## src/rtl/led_pkg.sv

```systemverilog
// Shared types and constants for the LED brightness engine.
package led_pkg;

    localparam int unsigned PWM_BITS_DEF = 8;

    typedef enum logic [1:0] {
        MODE_OFF     = 2'd0,
        MODE_ON      = 2'd1,
        MODE_BLINK   = 2'd2,
        MODE_BREATHE = 2'd3
    } mode_t;

    typedef enum logic [1:0] {
        RISE    = 2'd0,
        HOLD_HI = 2'd1,
        FALL    = 2'd2,
        HOLD_LO = 2'd3
    } ramp_state_t;

    // Counter width able to hold 0..n-1, never narrower than one bit.
    function automatic int unsigned cnt_width(input int unsigned n);
        return (n > 1) ? $clog2(n) : 1;
    endfunction

endpackage

```

## src/rtl/led_pwm.sv

```systemverilog
// PWM generator: free-running counter, duty captured at period end, registered compare.
module led_pwm
    import led_pkg::*;
#(
    parameter int unsigned PWM_BITS = PWM_BITS_DEF
) (
    input  logic                i_clk,
    input  logic                i_rst_n,
    input  logic                i_en,
    input  logic [PWM_BITS-1:0] i_duty,
    output logic                o_pwm
);

    logic [PWM_BITS-1:0] pwm_cnt;
    logic [PWM_BITS-1:0] duty;

    // Duty only changes on the last count so every period is whole.
    always_ff @(posedge i_clk or negedge i_rst_n) begin
        if (!i_rst_n) begin
            pwm_cnt <= '0;
            duty    <= '0;
            o_pwm   <= 1'b0;
        end else if (!i_en) begin
            pwm_cnt <= '0;
            o_pwm   <= 1'b0;
        end else begin
            pwm_cnt <= pwm_cnt + PWM_BITS'(1);
            if (pwm_cnt == '1) begin
                duty <= i_duty;
            end
            o_pwm <= (pwm_cnt < duty);
        end
    end

endmodule

```

## src/rtl/led_breather.sv

```systemverilog
// LED brightness engine: off / on / blink / breathe, driven by the divider tick.
module led_breather
    import led_pkg::*;
#(
    parameter int unsigned PWM_BITS    = PWM_BITS_DEF,
    parameter int unsigned HOLD_TICKS  = 16,
    parameter int unsigned BLINK_TICKS = 64
) (
    input  logic                i_clk,
    input  logic                i_rst_n,
    input  logic                i_en,
    input  logic                i_tick,
    input  logic [1:0]          i_mode,
    input  logic [PWM_BITS-1:0] i_max_level,
    output logic                o_led,
    output logic [PWM_BITS-1:0] o_level,
    output logic [1:0]          o_state
);

    localparam int unsigned HOLD_W  = cnt_width(HOLD_TICKS);
    localparam int unsigned BLINK_W = cnt_width(BLINK_TICKS);

    mode_t               mode;
    ramp_state_t         state;
    logic [PWM_BITS-1:0] level;
    logic [HOLD_W-1:0]   hold_cnt;
    logic [BLINK_W-1:0]  blink_cnt;
    logic                blink_ph;
    logic [PWM_BITS-1:0] duty_src_c;

    assign mode    = mode_t'(i_mode);
    assign o_level = level;
    assign o_state = state;

    // Duty source mux; the PWM samples it only at its period boundary.
    always_comb begin
        duty_src_c = '0;
        case (mode)
            MODE_ON:      duty_src_c = i_max_level;
            MODE_BLINK:   duty_src_c = blink_ph ? i_max_level : '0;
            MODE_BREATHE: duty_src_c = level;
            default:      duty_src_c = '0;
        endcase
    end

    // Blink half-period counter; parked at zero outside BLINK.
    always_ff @(posedge i_clk or negedge i_rst_n) begin
        if (!i_rst_n) begin
            blink_cnt <= '0;
            blink_ph  <= 1'b0;
        end else if (i_en) begin
            if (mode != MODE_BLINK) begin
                blink_cnt <= '0;
                blink_ph  <= 1'b0;
            end else if (i_tick) begin
                if (blink_cnt == BLINK_W'(BLINK_TICKS - 1)) begin
                    blink_cnt <= '0;
                    blink_ph  <= ~blink_ph;
                end else begin
                    blink_cnt <= blink_cnt + BLINK_W'(1);
                end
            end
        end
    end

    // Triangle ramp with holds; a lowered ceiling clamps level on the next tick.
    always_ff @(posedge i_clk or negedge i_rst_n) begin
        if (!i_rst_n) begin
            state    <= RISE;
            level    <= '0;
            hold_cnt <= '0;
        end else if (i_en) begin
            if (mode != MODE_BREATHE) begin
                state    <= RISE;
                level    <= '0;
                hold_cnt <= '0;
            end else if (i_tick) begin
                case (state)
                    RISE: begin
                        if (level >= i_max_level) begin
                            level    <= i_max_level;
                            hold_cnt <= '0;
                            state    <= HOLD_HI;
                        end else begin
                            level <= level + PWM_BITS'(1);
                        end
                    end
                    HOLD_HI, HOLD_LO: begin
                        if (level > i_max_level) begin
                            level <= i_max_level;
                        end
                        if (hold_cnt == HOLD_W'(HOLD_TICKS - 1)) begin
                            hold_cnt <= '0;
                            state    <= (state == HOLD_HI) ? FALL : RISE;
                        end else begin
                            hold_cnt <= hold_cnt + HOLD_W'(1);
                        end
                    end
                    FALL: begin
                        if (level > i_max_level) begin
                            level <= i_max_level;
                        end else if (level == '0) begin
                            hold_cnt <= '0;
                            state    <= HOLD_LO;
                        end else begin
                            level <= level - PWM_BITS'(1);
                        end
                    end
                    default: state <= RISE;
                endcase
            end
        end
    end

    led_pwm #(
        .PWM_BITS (PWM_BITS)
    ) u_pwm (
        .i_clk   (i_clk),
        .i_rst_n (i_rst_n),
        .i_en    (i_en),
        .i_duty  (duty_src_c),
        .o_pwm   (o_led)
    );

endmodule
```

## config.mk

```make
export PLATFORM = sky130hd
export DESIGN_NAME = led_breather
export DESIGN_NICKNAME = d
export VERILOG_FILES = /design/src/rtl/led_pkg.sv /design/src/rtl/led_pwm.sv /design/src/rtl/led_breather.sv
export SDC_FILE = /design/constraint.sdc
export NUM_CORES = 1
export LEC_CHECK = 0
export CORE_ASPECT_RATIO = 0.5
export CORE_UTILIZATION = 40
export CTS_CLUSTER_SIZE = 30
export DETAILED_ROUTE_END_ITERATION = 6
export PLACE_DENSITY = 0.68
export SETUP_SLACK_MARGIN = 0.2
export SYNTH_ARGS = -nofsm -noshare
export SYNTH_HDL_FRONTEND = slang
export SYNTH_SLANG_ARGS = --single-unit
```

## constraint.sdc

```tcl
create_clock -name i_clk -period 3.7 [get_ports i_clk]
set_clock_uncertainty 0.15 [all_clocks]
set_input_delay 0.555 -clock i_clk [delete_from_list [all_inputs] [get_ports i_clk]]
set_output_delay 0.555 -clock i_clk [all_outputs]
set_load 0.02 [all_outputs]
```

==> key figures, run 1 <==
Run status
  • Outcome: finished, final reports clean

Synthesis
  • Post-synth EDFFs: 0
  • Async SR Flop Fraction: 1.00
  • Synth Cell Area: between 2000 and 3000 sq um
  • Top post-synthesis cells by area: dfrtp_1 32%, ha_1 11%, nand2_1 4.0%, o21ai_0 3.5%, a21oi_1 3.4%
  • Most frequent cell after synthesis: dfrtp_1
  • Mapped Cells: 347
  • Syn Nets: slightly below 400
  • Prevailing post-synth register cell: dfrtp_1
  • Total number of yosys warnings: 0
  • Yosys reg bits: 38
  • Synth unique cells: 58
  • Mapped Avg Cell Area: roughly 8.6 sq um
  • Synth cell count leaders: 38 x dfrtp_1, 32 x nand2_1, 25 x ha_1
  • Sequential fraction of the synthesis area: 0.319
  • Dominant cell type by area after synthesis: dfrtp_1
  • Top cell type's share of synthesized area: 0.319

STA
  • Clock period minus worst slack: between 3 and 4 ns
  • Setup TNS: 0 ns
  • Worst Max-Slew Pin Slew: just under 0.9 ns
  • RSZ-0062 raised after global routing: false
  • Fin. max-slew vios: 0
  • Final period util: 0.862
  • Slew HR: 0.408
  • Hold Fails Final Rpt: 0
  • Final WS setup: roughly 0.5 ns
  • Setup Viol. Count Final: 0
  • Final hold slack: ~0.24 ns
  • Max Freq: 313 MHz

Finish
  • Area growth, synth to finish: 15.1%
  • FF/Latch Area: roughly 950 sq um
  • Area of the multi-input gates: ~1800 sq um
  • Fillers: roughly 670
  • Number of inserted diodes: 0
  • Nets@finish: 400
  • Layout cells sized above 1: 0.0665

Floorplanning
  • Die H: between 60 and 70 um
  • Effective utilization at floorplan: 0.429
  • Core Box Area: slightly below 7000 sq um
  • Die area: just under 8000 sq um
  • Width of the chip: between 100 and 150 um
  • Cell Rows: 21
  • IO Count: 25

Power and ir drop
  • Fraction of power spent switching nets: 0.251
  • Switch Pwr: roughly 280 uW
  • Leak: 1.57 nW
  • PD cells: 321 nW/um^2
  • Clock network power share: 0.457
  • Sequential power share: 0.405
  • Combinational share of power: 0.139
  • Peak supply drop: between 100 and 150 uV
  • Pint: 825 uW

Worst setup path
  • Setup Crit Path Kind: input port to flip-flop
  • CP Launch Point: i_max_level[6]
  • Reg2reg start: o_level[0]
  • Critical path startpoint category: input port
  • Worst setup EP type: flip-flop
  • CP Data Required Time: about 3.7 ns
  • Arrival @ worst endpoint: between 3 and 4 ns
  • CP Max Fanout: 6

GRT
  • First-pass GRT wire length: roughly 13 mm
  • Initial antenna violation count: 0
  • Overflow after GRT: 0
  • Vias in the first global route: around 2.7k
  • Largest net degree at the start of global routing: 39
  • GRT Overall Usage: 0.218

Drt
  • WL/cell: ~17 um
  • Post-route ant nets: 0
  • DR vias: around 2.7k
  • Drt first pass iters: 5
  • Avg Vias per Cell: ~6.1
  • DR DRC count: 0
  • Routed WL: roughly 7.8 mm
  • Detailed Route Iter0 Violations: between 200 and 250

Placed design
  • # port buffers: 24
  • Setup WS pre-CTS: approximately 0.24 ns
  • Hpwl dp: roughly 5.7 mm
  • Gpl congestion: between 0.8 and 0.9

Clock network
  • H-Tree Depth: 2
  • # hold bufs at CTS: 0
  • Clock sinks: 38
  • Num CTS Buffers: 5
  • Clock transition at path regs: around 0.060 ns
  • Root cell of the clock tree: clkbuf_16
  • Post-CTS Setup Inserts: 0
  • CTS tree: yes
  • Worst-Skew Late Latency: between 0.2 and 0.3 ns
  • Number of buffers on the longest clock path: 2
  • Quantity of gates resized following cts: 0

Job
  • Total of max-cap violations: 0

Min path
  • HP Class: input port to async pin
## path summary, 6_finish.rpt
check | end | slack [ns] | depth (start not counted)
max | o_level[3] | 0.51 | 9
min | o_level[6] | 0.24 | 1
max reg2reg | o_level[3] | 0.76 | 8
min reg2reg | u_pwm.pwm_cnt[0] | 0.33 | 1
max in group asynchronous | u_pwm.duty[6] | 2.60 | 1
min in group i_clk | u_pwm.pwm_cnt[0] | 0.33 | 1
## flip-flops by register name, summed over array words and instances (netlist names)
signal         flops
o_level            8
u_pwm.duty         8
u_pwm.pwm_cnt      8
blink_cnt          6
hold_cnt           4
o_state            2
blink_ph           1
u_pwm.o_pwm        1
## layout make-up
type	count	share of cell area
Multi-Input combinational cell	266	0.539
Inverter	23	0.0252
Clock buffer	6	0.0405
Timing Repair Buffer	27	0.0752
Sequential cell	38	0.277
Clock inverter	1	0.00876
Tap cell	92	0.0336
## kinds of logic (layout without fill, tap and decap cells)
logic type,Yosys count,in the layout,share of synthesized area
AND/OR/NAND/NOR,117,117,0.207
buffers and inverters,43,57,0.0597
adder cells (fa/ha/maj),25,25,0.105
XOR/XNOR,17,17,0.0500
AO/OA/AOI/OAI,103,103,0.245
flip-flops,38,38,0.319
multiplexers,4,4,0.0134
## stage by stage
step	instances	cell area (sq um)	power [mW]	utilization
final	453	3430	1.10	0.494
after CTS	453	3430	1.11	0.494
after floorplan	347	2980	0.540	-
after global routing	453	3430	1.15	0.494
after detailed placement	446	3260	0.603	0.470
after global placement	446	3260	0.597	0.470
## critical path, cell delays in order
cell,delay [ns]
clkdlybuf4s50_1,0.57
inv_1,0.11
ha_1,0.30
and4_1,0.30
nand2_1,0.15
o2111a_1,0.21
a311o_1,0.37
a221o_1,0.37
a32o_1,0.26
## power groups by stage
stage               combinational, mW  sequential (mW)  clock, mW
floorplan                      0.0910            0.449          0
global placement                0.145            0.451          0
detailed placement              0.150            0.453          0
CTS                             0.152            0.445      0.510
global route                    0.170            0.447      0.533
finish                          0.153            0.445      0.503
## per-layer routing
| layer | vias to the layer above | GRT usage | wire length, um |
|---|---|---|---|
| li1 | 1288 | - | - |
| met1 | 1310 | 0.299 | 3560 |
| met2 | 134 | 0.339 | 3430 |
| met3 | 14 | 0.0566 | 670 |
| met4 | 0 | 0.0595 | 119 |
| met5 | - | 0 | 0 |
## layout by cell type (no fill, tap or decap), drive strengths merged, types with 10 or more instances in the layout
| master | synthesis | final |
|---|---|---|
| a21oi | 20 | 20 |
| nand2 | 32 | 32 |
| dfrtp | 38 | 38 |
| and2 | 10 | 10 |
| clkdlybuf4s50 | 0 | 23 |
| o21ai | 22 | 22 |
| nand3 | 16 | 16 |
| a31oi | 11 | 11 |
| inv | 23 | 23 |
| nor2 | 21 | 21 |
| xor2 | 10 | 10 |
| ha | 25 | 25 |
| and3 | 11 | 11 |
No activity file was read; power rests on OpenSTA's default activity.
==> inputs of run 2 (changes only) <==
SLEW_MARGIN = 20   (was unset)
==> results of run 2 <==
The final DEF is identical to that of run 1; final timing and power are the same.
==> inputs of run 3 (changes only) <==
SETUP_SLACK_MARGIN = 0.4   (was 0.2)
==> key figures, run 3 (same netlist as run 1, synthesis figures left out) <==
Drt
  • Post-route ant nets: 0 (unchanged)
  • Drt first pass iters: 5 (unchanged)
  • Avg Vias per Cell: 6.07 (+0.14%)
  • Routed WL: 7.89 mm (+1.3%)
  • Detailed Route Iter0 Violations: 280 (+13%)
  • DR vias: 2,762 (+0.58%)
  • WL/cell: 17.3 um (+0.89%)
  • DR DRC count: 0 (unchanged)

Worst setup path
  • Reg2reg path depth: 8 (unchanged)
  • Critical path startpoint category: input port
  • Worst setup EP type: flip-flop
  • Arrival @ worst endpoint: 3.17 ns (-0.04 ns)
  • CP Data Required Time: 3.72 ns (about the same)
  • CP Max Fanout: 6 (unchanged)
  • Setup Crit Path Kind: input port to flip-flop

Finish
  • Layout Cells excl Fill: 455 (+0.44%)
  • Area growth, synth to finish: 15.8%
  • Number of inserted diodes: 0 (unchanged)
  • Finished Cell Area: 3450 sq um (+0.55%)
  • FF/Latch Area: 951 sq um (unchanged)
  • Nets@finish: 402 (+0.50%)
  • Most frequent cells in the layout: 38 x dfrtp_1, 32 x nand2_1, 25 x ha_1
  • Fillers: 679 (+0.74%)
  • Area of the multi-input gates: 1850 sq um (about the same)
  • Commonest non-fill, non-tap cell in the layout: dfrtp_1
  • Finished Core Util: 0.497 (+0.00271)
  • Layout cells sized above 1: 0.0744 (+0.00790)

GRT
  • First-pass GRT wire length: 13.2 mm (unchanged)
  • Initial antenna violation count: 0 (unchanged)
  • Overflow after GRT: 0 (unchanged)
  • Vias in the first global route: 2,689 (unchanged)
  • GRT Overall Usage: 0.218 (unchanged)
  • Largest net degree at the start of global routing: 39 (unchanged)

Clock network
  • Clock transition at path regs: 0.06 ns (about the same)
  • Clock sinks: 38 (unchanged)
  • Worst-Skew Late Latency: 0.28 ns (about the same)
  • CTS tree: yes
  • H-Tree Depth: 2 (unchanged)
  • Number of buffers on the longest clock path: 2 (unchanged)
  • # hold bufs at CTS: 0 (unchanged)
  • Root cell of the clock tree: clkbuf_16
  • Num CTS Buffers: 5 (unchanged)

Power and ir drop
  • Sequential power share: 0.405 (about the same)
  • Fraction of power spent switching nets: 0.250 (-0.00135)
  • Switch Pwr: 274 uW (-0.70%)
  • Combinational share of power: 0.140 (about the same)
  • Peak supply drop: 139 uV (-0.20%)
  • Leak: 1.59 nW (+1.1%)
  • Clock network power share: 0.455 (-0.002)
  • PD cells: 319 nW/um^2 (-0.70%)
  • Pint: 825 uW (about the same)

STA
  • Fin. max-slew vios: 0 (unchanged)
  • Slew HR: 0.407 (-0.000650)
  • RSZ-0062 raised after global routing: false
  • Setup TNS: 0 ns (unchanged)
  • Worst Max-Slew Pin Slew: 0.889 ns (+0.000975 ns)
  • Setup Viol. Count Final: 0 (unchanged)
  • Max Freq: 318 MHz (+1.4%)
  • Hold Fails Final Rpt: 0 (unchanged)
  • Final period util: 0.850 (-0.0117)
  • Clock period minus worst slack: 3.15 ns (-0.0432 ns)

Run status
  • Outcome: finished, final reports clean

Job
  • Total of max-cap violations: 0 (unchanged)

Placed design
  • Dpl cell area: 3260 sq um (unchanged)
  • Hpwl dp: 5.71 mm (unchanged)
  • # port buffers: 24 (unchanged)
  • Placed insts: 446 (unchanged)
  • Gpl congestion: 0.898 (unchanged)

Floorplanning
  • IO Count: 25 (unchanged)
  • Core Box Area: 6940 sq um (unchanged)
  • Effective utilization at floorplan: 0.429 (unchanged)
  • Cell Rows: 21 (unchanged)
  • Die H: 63.0 um (unchanged)
  • Die area: 7810 sq um (unchanged)
  • Width of the chip: 124 um (unchanged)

Min path
  • HP Class: input port to async pin
-- run 3: cell types whose count changed in the layout (fill, tap and decap cells not counted) --
cell | before | now
dlymetal6s2s_1 | 0 | 1
buf_4 | 3 | 5
and4_2 | 0 | 1
and4_1 | 3 | 2
clkdlybuf4s50_1 | 23 | 22
-- run 3: area by class of cell --
| type | count | share of cell area |
|---|---|---|
| clock buffers | 6 | 0.0403 |
| clock inverters | 1 | 0.00871 |
| inverters | 23 | 0.0250 |
| multi-input cells | 266 | 0.537 |
| flip-flops and latches | 38 | 0.276 |
| well taps | 92 | 0.0334 |
| repair buffers | 29 | 0.0799 |
-- run 3: worst paths after layout --
path / startpoint / endpoint / slack [ns]
max in group asynchronous: i_rst_n / u_pwm.pwm_cnt[4] / 2.59
hold reg to reg: u_pwm.pwm_cnt[0] / u_pwm.pwm_cnt[0] / 0.33
hold / removal: i_rst_n / o_level[2] / 0.25
setup / recovery: i_max_level[5] / o_level[3] / 0.55
min in group i_clk: u_pwm.pwm_cnt[0] / u_pwm.pwm_cnt[0] / 0.33
setup reg to reg: o_level[0] / o_level[3] / 0.74
-- run 3: routing by layer --
metal  vias to the layer above  track usage  part of all wire
li1                       1292            -                 -
met1                      1344        0.299              0.47
met2                       113        0.339              0.44
met3                        13       0.0566             0.076
met4                         0       0.0595             0.014
met5                         -            0                 0
-- run 3: power by group through the flow --
stage	Clock [mW]	Sequential [mW]	Combinational, mW
final	0.500	0.445	0.154
after global routing	0.533	0.447	0.171
after detailed placement	0	0.453	0.150
after CTS	0.510	0.445	0.152
after floorplan	0	0.449	0.0910
after global placement	0	0.451	0.145
-- run 3: timing repair --
item | CTS | global route
setup endpoints to repair | 0 | 3
setup buffers | 0 | 2
resized for setup | 0 | 2
hold endpoints to repair | 0 | 0
-- run 3: worst max-delay path, stage by stage --
cell             delay (ns)
clkdlybuf4s50_1        0.58
inv_1                  0.10
ha_1                   0.31
and4_2                 0.28
nand2_1                0.14
o2111a_1               0.21
a311o_1                0.37
a221o_1                0.37
a32o_1                 0.26
-- run 3: through the flow --
stage / hold WS [ns] / setup slack [ns] / power, mW
2_1_floorplan: 0.109 / 0.932 / 0.540
6_report: 0.247 / 0.553 / 1.10
3_5_place_dp: 0.329 / 0.236 / 0.603
5_1_grt: 0.331 / 0.428 / 1.15
4_1_cts: 0.281 / 0.531 / 1.11
3_3_place_gp: 0.324 / 0.370 / 0.597
